`src/rtl/ecc_ctrl_pkg.sv`:
```
// Shared widths and state/owner encodings for the ECC scrub controller.
package ecc_ctrl_pkg;

  localparam int CW_W   = 39;
  localparam int DATA_W = 32;
  localparam int CHK_W  = 7;

  typedef enum logic [1:0] {
    IDLE = 2'd0,
    RD   = 2'd1,
    DEC  = 2'd2,
    WB   = 2'd3
  } state_e;

  typedef enum logic {
    HOST  = 1'b0,
    SCRUB = 1'b1
  } owner_e;

endpackage

```
`src/rtl/ecc_scrub_timer.sv`:
```
// Scrub interval timer, pending/override ageing, scrub address pointer and
// wrap pulse for the ECC scrub controller.
module ecc_scrub_timer
  import ecc_ctrl_pkg::*;
#(
  parameter int AW             = 10,
  parameter int DEPTH          = 1024,
  parameter int SCRUB_INTERVAL = 256
) (
  input  logic          CLK,
  input  logic          RST_N,
  input  logic          i_en,
  input  logic          i_take,
  input  logic          i_advance,
  output logic          o_pending,
  output logic          o_override,
  output logic [AW-1:0] o_ptr,
  output logic          o_done
);

  localparam int TW = $clog2(SCRUB_INTERVAL);
  localparam int GW = $clog2(SCRUB_INTERVAL + 1);
  localparam logic [TW-1:0] RELOAD  = TW'(SCRUB_INTERVAL - 1);
  localparam logic [GW-1:0] AGE_MAX = GW'(SCRUB_INTERVAL);
  localparam logic [AW-1:0] LAST    = AW'(DEPTH - 1);

  logic [TW-1:0] r_timer;
  logic [GW-1:0] r_age;
  logic [AW-1:0] r_ptr;
  logic          r_pend;
  logic          r_done;

  // NOTE: state updates use non-blocking assignments only, and the async
  // reset puts every register into a known value.
  always_ff @(posedge CLK or negedge RST_N) begin
    if (!RST_N) begin
      r_timer <= RELOAD;
      r_age   <= '0;
      r_ptr   <= '0;
      r_pend  <= 1'b0;
      r_done  <= 1'b0;
    end else begin
      r_done <= 1'b0;
      if (i_en) begin
        r_timer <= (r_timer == '0) ? RELOAD : r_timer - 1'b1;
      end
      // A take clears pending; an expiry that lands while pending is dropped.
      if (i_take) begin
        r_pend <= 1'b0;
      end else if (i_en && (r_timer == '0)) begin
        r_pend <= 1'b1;
      end
      if (!r_pend || i_take) begin
        r_age <= '0;
      end else if (r_age != AGE_MAX) begin
        r_age <= r_age + 1'b1;
      end
      if (i_advance) begin
        if (r_ptr == LAST) begin
          r_ptr  <= '0;
          r_done <= 1'b1;
        end else begin
          r_ptr <= r_ptr + 1'b1;
        end
      end
    end
  end

  assign o_pending  = r_pend;
  assign o_override = r_pend && (r_age == AGE_MAX);
  assign o_ptr      = r_ptr;
  assign o_done     = r_done;

endmodule

```
`src/rtl/ecc_scrub_ctrl.sv`:
```
// Host/scrub sequencer around one shared (39,32) SEC-DED decode path.
// Define ECC_ERR_INJECT_EN to add the INJ_MASK/INJ_ARM fault-injection ports.
module ecc_scrub_ctrl
  import ecc_ctrl_pkg::*;
#(
  parameter int AW             = 10,
  parameter int DEPTH          = 1024,
  parameter int SCRUB_INTERVAL = 256,
  parameter int CNT_W          = 16
) (
  input  logic              CLK,
  input  logic              RST_N,
  input  logic              HREQ,
  input  logic [AW-1:0]     HADDR,
  output logic              HACK,
  output logic              HVALID,
  output logic [DATA_W-1:0] HDATA,
  output logic              HSGL,
  output logic              HDBL,
  output logic              MEM_RE,
  output logic              MEM_WE,
  output logic [AW-1:0]     MEM_ADDR,
  output logic [CW_W-1:0]   MEM_WDATA,
  input  logic [CW_W-1:0]   MEM_RDATA,
  output logic [CW_W-1:0]   DEC_IN,
  input  logic [CW_W-1:0]   DEC_OUT,
  input  logic              DEC_SGL,
  input  logic              DEC_DBL,
`ifdef ECC_ERR_INJECT_EN
  input  logic [CW_W-1:0]   INJ_MASK,
  input  logic              INJ_ARM,
`endif
  input  logic              SCRUB_EN,
  output logic              SCRUB_DONE,
  output logic [CNT_W-1:0]  SGL_CNT,
  output logic [CNT_W-1:0]  DBL_CNT,
  output logic [AW-1:0]     DBL_ADDR,
  output logic              DBL_IRQ,
  input  logic              DBL_CLR
);

  state_e            r_state;
  owner_e            r_owner;
  logic [AW-1:0]     r_addr;
  logic [AW-1:0]     r_dbl_addr;
  logic [CW_W-1:0]   r_dec_in;
  logic [CW_W-1:0]   r_wdata;
  logic [DATA_W-1:0] r_hdata;
  logic              r_hvalid, r_hsgl, r_hdbl, r_we, r_irq;
  logic [CNT_W-1:0]  r_sgl_cnt, r_dbl_cnt;

  logic              w_pending, w_override, w_scrub_done;
  logic [AW-1:0]     w_ptr;
  logic              w_idle, w_scrub_go, w_host_go, w_sgl, w_advance;
  logic [CW_W-1:0]   w_inj_mask;

  // NOTE: the grant is decoded combinationally in IDLE so HACK, MEM_RE and
  // MEM_ADDR appear in the acceptance cycle; all other outputs are registered.
  assign w_idle     = (r_state == IDLE);
  assign w_scrub_go = w_idle && w_pending && (!HREQ || w_override);
  assign w_host_go  = w_idle && HREQ && !w_scrub_go;
  assign w_sgl      = DEC_SGL && !DEC_DBL;
  assign w_advance  = (r_owner == SCRUB) &&
                      (((r_state == DEC) && !w_sgl) || (r_state == WB));

  ecc_scrub_timer #(
    .AW             (AW),
    .DEPTH          (DEPTH),
    .SCRUB_INTERVAL (SCRUB_INTERVAL)
  ) u_timer (
    .CLK        (CLK),
    .RST_N      (RST_N),
    .i_en       (SCRUB_EN),
    .i_take     (w_scrub_go),
    .i_advance  (w_advance),
    .o_pending  (w_pending),
    .o_override (w_override),
    .o_ptr      (w_ptr),
    .o_done     (w_scrub_done)
  );

`ifdef ECC_ERR_INJECT_EN
  logic            r_inj_armed;
  logic [CW_W-1:0] r_inj_mask;

  // Arming during RD targets the following access, so arm wins over disarm.
  always_ff @(posedge CLK or negedge RST_N) begin
    if (!RST_N) begin
      r_inj_armed <= 1'b0;
      r_inj_mask  <= '0;
    end else if (INJ_ARM) begin
      r_inj_armed <= 1'b1;
      r_inj_mask  <= INJ_MASK;
    end else if (r_state == RD) begin
      r_inj_armed <= 1'b0;
    end
  end

  assign w_inj_mask = r_inj_armed ? r_inj_mask : '0;
`else
  assign w_inj_mask = '0;
`endif

  always_ff @(posedge CLK or negedge RST_N) begin
    if (!RST_N) begin
      r_state    <= IDLE;
      r_owner    <= HOST;
      r_addr     <= '0;
      r_dbl_addr <= '0;
      r_dec_in   <= '0;
      r_wdata    <= '0;
      r_hdata    <= '0;
      r_hvalid   <= 1'b0;
      r_hsgl     <= 1'b0;
      r_hdbl     <= 1'b0;
      r_we       <= 1'b0;
      r_irq      <= 1'b0;
      r_sgl_cnt  <= '0;
      r_dbl_cnt  <= '0;
    end else begin
      r_hvalid <= 1'b0;
      r_we     <= 1'b0;
      case (r_state)
        IDLE: begin
          if (w_scrub_go) begin
            r_addr  <= w_ptr;
            r_owner <= SCRUB;
            r_state <= RD;
          end else if (w_host_go) begin
            r_addr  <= HADDR;
            r_owner <= HOST;
            r_state <= RD;
          end
        end
        RD: begin
          r_dec_in <= MEM_RDATA ^ w_inj_mask;
          r_state  <= DEC;
        end
        DEC: begin
          if (r_owner == HOST) begin
            r_hvalid <= 1'b1;
            r_hdata  <= DEC_OUT[DATA_W-1:0];
            r_hsgl   <= w_sgl;
            r_hdbl   <= DEC_DBL;
          end
          if (DEC_DBL) begin
            if (r_dbl_cnt != '1) r_dbl_cnt <= r_dbl_cnt + 1'b1;
            r_dbl_addr <= r_addr;
            r_state    <= IDLE;
          end else if (w_sgl) begin
            if (r_sgl_cnt != '1) r_sgl_cnt <= r_sgl_cnt + 1'b1;
            r_we    <= 1'b1;
            r_wdata <= DEC_OUT;
            r_state <= WB;
          end else begin
            r_state <= IDLE;
          end
        end
        WB:      r_state <= IDLE;
        default: r_state <= IDLE;
      endcase
      if ((r_state == DEC) && DEC_DBL) begin
        r_irq <= 1'b1;
      end else if (DBL_CLR) begin
        r_irq <= 1'b0;
      end
    end
  end

  assign HACK       = w_host_go;
  assign MEM_RE     = w_scrub_go || w_host_go;
  assign MEM_ADDR   = w_scrub_go ? w_ptr :
                      w_host_go  ? HADDR :
                      (r_state == WB) ? r_addr : '0;
  assign MEM_WE     = r_we;
  assign MEM_WDATA  = r_wdata;
  assign DEC_IN     = r_dec_in;
  assign HVALID     = r_hvalid;
  assign HDATA      = r_hdata;
  assign HSGL       = r_hsgl;
  assign HDBL       = r_hdbl;
  assign SCRUB_DONE = w_scrub_done;
  assign SGL_CNT    = r_sgl_cnt;
  assign DBL_CNT    = r_dbl_cnt;
  assign DBL_ADDR   = r_dbl_addr;
  assign DBL_IRQ    = r_irq;

endmodule

```
`config.mk`:
```
export PLATFORM = sky130hd
export DESIGN_NAME = ecc_scrub_ctrl
export DESIGN_NICKNAME = d
export VERILOG_FILES = /design/src/rtl/ecc_ctrl_pkg.sv /design/src/rtl/ecc_scrub_timer.sv /design/src/rtl/ecc_scrub_ctrl.sv
export SDC_FILE = /design/constraint.sdc
export NUM_CORES = 1
export LEC_CHECK = 0
export CAP_MARGIN = 20
export CORE_MARGIN = 2
export CORE_UTILIZATION = 35
export DETAILED_ROUTE_END_ITERATION = 7
export GPL_TIMING_DRIVEN = 0
export PLACE_DENSITY_LB_ADDON = 0.08
export SETUP_SLACK_MARGIN = 0.05
export SYNTH_ARGS = -nofsm -noshare
export SYNTH_HDL_FRONTEND = slang
export SYNTH_SLANG_ARGS = --single-unit
```
`constraint.sdc`:
```
create_clock -name CLK -period 3.8 [get_ports CLK]
set_input_delay 0.76 -clock CLK [delete_from_list [all_inputs] [get_ports CLK]]
set_output_delay 0.76 -clock CLK [all_outputs]
set_load 0.005 [all_outputs]
```
==> out/summary.md <==
The most common flop cell mapped by yosys was sky130_fd_sc_hd__dfrtp_1. The area inside the core boundary was 24200 sq um. Summing all multi-input logic gate instances after layout gives 3410 sq um. Once detail routing completed, the nets flagged for antenna violations numbered 0.

From synthesis to final layout, the design area changed by 42.8%. The initial cell density of the core is 35.5%, and the chip width is 161 microns. In this run switching power makes up 31.4% of total power. The number of antenna diodes in the final layout is 0.

After global routing, the most crowded layer is met2. The tools report the startpoint type of the worst setup path as a primary input. After synthesis, the netlist uses 54 different library cells. The required time of the critical path was 3.04 ns; the ratio of total power to cell area was 727 nW/um^2.

After synthesis, the most frequently instantiated cells are sky130_fd_sc_hd__dfrtp_1, sky130_fd_sc_hd__nand2_1, sky130_fd_sc_hd__mux2_2. Global routing used 6.10% of the available met3 tracks. After layout, the worst path uses 92.2% of the clock period. Of the cells placed in the final design, the portion with a size suffix greater than 1 is 16.1%. After synthesis, the cell types taking the most area are sky130_fd_sc_hd__dfrtp_1, sky130_fd_sc_hd__mux2_2, sky130_fd_sc_hd__nand2_1. The share of power burned in combinational logic came out at 40.2%. The biggest area contributor in the post-synthesis netlist is sky130_fd_sc_hd__dfrtp_1. The maximum fanout along the worst path came out at 10. The layout has 2195 filler cells. At the end of routability-driven placement, the weighted congestion stood at 0.786. Overall overflow remaining after global route: 0. For the global-route wire length before repair, the log shows 36900 microns. The critical path in this run is classified as primary input to output port. The overall routed net length was 23100 microns; the flop and latch count out of synthesis was 199. For this run, global-route usage on met2 was measured as 30.3%.

The net count of the finished layout was 1125; the summed instance area of the synthesized netlist was 8590 sq um. The hold slack was 0.359 ns. Setup violations remaining at the end of the flow were counted as 0.

Synthesis produced a netlist with a net count of 841. The worst pin sits at a relative slew slack of 48.3%. Derived from the worst setup path, the maximum achievable clock frequency is 285 MHz. The endpoint arrival time on the critical path is 2.74 ns, and the count of final max-slew check failures is 0. The H-tree level count was 4; the number of enable flip-flop cells after synthesis was 0.

The most common cell in the netlist was sky130_fd_sc_hd__dfrtp_1. TritonCTS built the clock tree. Synthesis produced a netlist whose cell count is 739. The via count of the first global-routing pass is 6599.

The aggregate negative setup slack was 0 ns; the synthesized area per cell was 11.6 sq um. The worst setup path is captured at an output port. At the pin with the least slew margin, the transition time is 0.775 ns.

The tool flagged a number of max-cap violations equal to 0. The fraction of met1 tracks used by global routing is 22.8%. The path category of the worst min-delay check is primary input to asynchronous set/reset pin. The cell chosen for the clock root was sky130_fd_sc_hd__clkbuf_16.

The first detailed-routing pass ran for 4 iterations. The analysis attributes to net switching a power of 0.00280 W. The logs give 0 for the hold violation count in the final report and 58.1% for the sequential-to-total area share from yosys stat.

Setup repair after global routing left no endpoint under its margin. Entering global routing, the biggest net connects 104 pins. The top cell type by area accounts for 55.7% of the synthesized area. The tools report the maximum vdd drop as 0.317 mV. The run gives 17 as the clock buffer count from CTS. 265 I/O pins were placed. The tools report the combined global-route utilization of all metal layers as 18.1%.

Clock-pin slew was measured on the worst setup and hold paths at 0.08 ns. The leakage power total was 5.31 nW. The die height was 161 microns. The logs give 20.4% for the clock network fraction of total power and 0 for the Yosys warning count. Dividing the detail-routed via count by the number of cells gives 4.79.

The tools report the sequential share of power as 39.4%. For the worst-skew pair, the clock arrives at the later sink with an insertion delay of 0.44 ns. The run gives 6520 as the number of vias after detailed routing. The HPWL after detailed placement is 16600 microns.

The first routing iteration left 286 violations. The logs give 0 for the total DRC errors in the routed layout and 0.0194 ns for the clock tree skew after final layout. The tools report the initial antenna violation count as 0.

In this run, post-CTS hold repair placed 0 buffers. The run gives 0 as the post-CTS setup buffer count. After synthesis, the share of flip-flops with an asynchronous set or reset is 100%. In this run the tool buffered the top-level ports with 264 buffer cells. The longest clock path from root to sink contains 2 buffers.

The number of cell rows is 57, and the internal cell power is 0.00611 W. The run finished with clean final reports. The area taken by flip-flops and latches came out at 4990 sq um.

The final critical-path required period is 3.50 ns. The full die area was 25800 sq um. Counting every sink on the clock net gives 199. The average wire length per cell after detail routing was 17.0 microns.
==> power by group through the flow <==
stage	Sequential, W	Clock (W)	Combinational [W]
2_1_floorplan	0.00354	0	0.00149
4_1_cts	0.00352	0.00188	0.00365
3_3_place_gp	0.00352	0	0.00363
5_1_grt	0.00363	0.00197	0.00391
6_report	0.00351	0.00182	0.00358
3_5_place_dp	0.00354	0	0.00363
==> cell usage in the layout, fill, tap and decap left out, drive strengths merged, types with 7 or more instances in the layout <==
master         Yosys  routed
nand3             22      22
dfrtp            191     191
nor3              15      15
a221o             10      10
clkdlybuf4s50      0     262
nand4             13      13
o21ai              8       8
ha                 7       7
xnor2             18      18
a21oi             19      19
a31oi              7       7
o221a             10      10
dfstp              8       8
and3              15      15
nor2              40      40
inv               11      19
mux2              89      89
nand2            152     152
xor2              21      21
clkbuf            13      31
buf               18      20
o22ai             10      10
==> worst paths after layout <==
kind / from / to / slack [ns] / cells past startpoint
hold reg to reg: MEM_WDATA[24] / MEM_WDATA[24] / 0.48 / 2
setup / recovery: HREQ / MEM_ADDR[2] / 0.30 / 6
max in group asynchronous: RST_N / HDATA[28] / 2.42 / 2
hold / removal: RST_N / DBL_IRQ / 0.36 / 1
setup reg to reg: r_state[0] / SGL_CNT[11] / 1.84 / 7
min in group CLK: MEM_WDATA[24] / MEM_WDATA[24] / 0.48 / 2
==> cells by family after synthesis <==
group / share of synthesized area [%]
compound gates: 5.79
xor+xnor: 3.98
fa+ha+maj: 1.02
buf+inv: 2.13
flops: 58.1
mux: 11.7
simple gates: 17.3
==> sequential cells by signal, summed over array words and instances, names as in the netlist, 2 cells and up <==
| name | count |
|---|---|
| r_state | 2 |
| u_timer.r_age | 9 |
| r_addr | 10 |
| HDATA | 32 |
| u_timer.o_ptr | 10 |
| u_timer.r_timer | 8 |
| SGL_CNT | 16 |
| DBL_CNT | 16 |
| DBL_ADDR | 10 |
| DEC_IN | 39 |
| MEM_WDATA | 39 |
==> cell type report <==
| cell class | instances | area share, % |
|---|---|---|
| inverters | 11 | 0.337 |
| multi-input cells | 498 | 27.8 |
| clock inverters | 14 | 1.22 |
| plain buffers | 31 | 1.18 |
| clock buffers | 18 | 3.58 |
| well taps | 324 | 3.31 |
| repair buffers | 265 | 21.8 |
| flip-flops and latches | 199 | 40.7 |
==> layer usage <==
| layer | vias to the layer above | wire [microns] |
|---|---|---|
| met4 | 0 | 184 |
| met3 | 12 | 1760 |
| met1 | 3182 | 9880 |
| li1 | 3127 | - |
| met5 | - | 0 |
| met2 | 199 | 11200 |
==> per-stage QoR <==
| step | utilization [%] | power, W | instances | setup slack (ns) | area [sq um] |
|---|---|---|---|---|---|
| floorplan | - | 0.00503 | 739 | 1.29 | 8590 |
| global placement | 48.1 | 0.00715 | 1327 | -6.98 | 11600 |
| detailed placement | 48.3 | 0.00718 | 1328 | -0.0254 | 11700 |
| CTS | 50.7 | 0.00905 | 1360 | 0.156 | 12300 |
| global route | 50.7 | 0.00951 | 1360 | 0.210 | 12300 |
| finish | 50.7 | 0.00891 | 1360 | 0.296 | 12300 |
==> critical path, cell delays in order <==
cell and delay (ns):
sky130_fd_sc_hd__dlygate4sd2_1 0.32, sky130_fd_sc_hd__or3b_2 0.48, sky130_fd_sc_hd__a31oi_1 0.25, sky130_fd_sc_hd__buf_4 0.24
sky130_fd_sc_hd__a221o_1 0.18, sky130_fd_sc_hd__clkdlybuf4s50_1 0.52
==> repair_timing <==
item,in CTS,in global routing
setup endpoints to repair,9,9
endpoints found under the hold margin,0,0
gates resized for setup,2,2
pin swaps,0,0
Note: power is estimated with default switching activity, not from simulation.
==> RTL edit: new RTL, config.mk and constraints unchanged <==
Register the output `SGL_CNT` once more, cleared by the reset; this adds one clock of latency there. The other outputs are not delayed to match.
--- a/src/rtl/ecc_scrub_ctrl.sv
+++ b/src/rtl/ecc_scrub_ctrl.sv
@@ -182,3 +182,9 @@
   assign SCRUB_DONE = w_scrub_done;
-  assign SGL_CNT    = r_sgl_cnt;
+  always_ff @(posedge CLK or negedge RST_N) begin
+    if (!RST_N) begin
+      SGL_CNT <= '0;
+    end else begin
+      SGL_CNT <= r_sgl_cnt;
+    end
+  end
   assign DBL_CNT    = r_dbl_cnt;
Function: changed (Yosys sat finds a counterexample within 4 cycles, from zero or initial values and one cycle with RST_N low).
==> RTL edit against the original RTL <==
Wire length is 1.4% lower. Design area is 4.2% higher. Total power rose by 7.7%. Critical path depth up 2. Area after synthesis is 3.2% higher. Count of clock-buffer cells in the layout increased by 23. Final cell count increased by 3.6%. Sequential cell count increased by 16. Synthesized cell count grew 3.8%. Setup slack got worse by 0.037 ns. Largest cell class unchanged.
==> RTL edit: results (changes against the original RTL) <==
status: "completed"
port_buffers: 263  # -0.38%
arrival_ns: 2.78  # +0.04 ns
vias: 6575  # +0.84%
synthXorXnorAreaFrac_pct: 4.55  # +0.57 points
synth.top_cells.by_area: "dfrtp_1 (58%), mux2_2 (11%), nand2_1 (6.4%)"
drive_gt1_share_pct: 14.3  # -1.8 points
synth_common_cells: "dfrtp_1 (207), nand2_1 (151), mux2_2 (85)"
ctsResizeCount: 0  # -2
dp_cells: 1361  # +2.5%
antenna_found_initial: 1  # +1
path_clk_slew_ns: 0.06  # -0.02 ns
synth_compound_area_share_pct: 4.91  # -0.87 points
dpl_cell_area_um2: 11900  # +2.3%
synth_cell_type_count: 44  # -19%
synthMuxAreaShare_pct: 11.0  # -0.65 points
cts_buffers: 25  # +8
grt_util_met1_pct: 22.3  # -0.45 points
routed_wl_um: 22700  # -1.4%
htreeDepth: 1  # -3
use_met2_pct: 28.2  # -2.1 points
clock_latency_ns: 0.51  # +0.07 ns
reg2regPathDepth: 8  # +1
clockBufferDepth: 3  # +1
synth_nets: 869  # +3.3%
grt_start_max_net_pins: 112  # +7.7%
grtUsageMet3_pct: 5.23  # -0.86 points
place_ws_ns: 0.628  # +0.653 ns
gp_congestion: 0.795  # +1.1%
hpwl_um: 16200  # -2.5%
gr-usage-all-layers_pct: 17.3  # -0.78 points
dr.first_iter.drc_count: 269  # -5.9%
synth_fa_ha_area_share_pct: 0.988  # -0.032 points
seq_area_frac_synth_pct: 60.8  # +2.7 points
p_sw_share_pct: 29.3  # -2.1 points
via_per_inst: 4.67  # -2.7%
slew_headroom_pct: 42.6  # -5.7 points
grt_pass1_wl_um: 36900  # about the same
async_flop_share_pct: 100  # unchanged
p_leak_nw: 5.61  # +5.6%
nets: 1162  # +3.3%
[RTL edit: cell types whose count changed in the layout (fill, tap and decap cells not counted), sizes merged, moves of 5 or more]
cell    change
nor2       +14
xnor2      +15
nor4        -5
xor2        -8
nor3        -7
o221a      -10
clkbuf     +29
a211oi     +10
dfrtp      +16
[RTL edit: power by group through the flow]
stage / clock, mW / combinational [mW] / sequential (mW)
6_report: 2.32 / 3.55 / 3.72
3_5_place_dp: 0 / 3.60 / 3.75
4_1_cts: 2.40 / 3.62 / 3.73
3_3_place_gp: 0 / 3.58 / 3.74
2_1_floorplan: 0 / 1.46 / 3.74
5_1_grt: 2.48 / 3.90 / 3.86
[RTL edit: worst paths after layout]
path	startpoint	to	slack, ns
max	u_timer.r_age[0]$_DFFE_PN0P_	MEM_ADDR[0]	0.26
min	RST_N	DBL_CNT[5]$_DFFE_PN0P_	0.31
max reg2reg	r_state[0]$_DFFE_PN0P_	r_sgl_cnt[15]$_DFFE_PN0P_	1.83
min reg2reg	r_sgl_cnt[6]$_DFFE_PN0P_	SGL_CNT[6]$_DFF_PN0_	0.42
max in group asynchronous	RST_N	DEC_IN[16]$_DFFE_PN0N_	2.50
min in group CLK	r_sgl_cnt[6]$_DFFE_PN0P_	SGL_CNT[6]$_DFF_PN0_	0.42
[RTL edit: area by class of cell]
class | instances | area, um2
Buffer | 32 | 136
Multi-Input combinational cell | 499 | 3270
Sequential cell | 215 | 5390
Inverter | 21 | 78.8
Clock buffer | 41 | 786
Tap cell | 330 | 413
Fill cell | 2321 | 12300
Antenna cell | 1 | 2.50
Timing Repair Buffer | 266 | 2680
Clock inverter | 4 | 20.0
[RTL edit: per-layer routing]
layer	up-vias	part of all wire, %
met1	3180	43
met3	38	7.8
met5	-	0
li1	3183	-
met4	0	2.6
met2	174	47
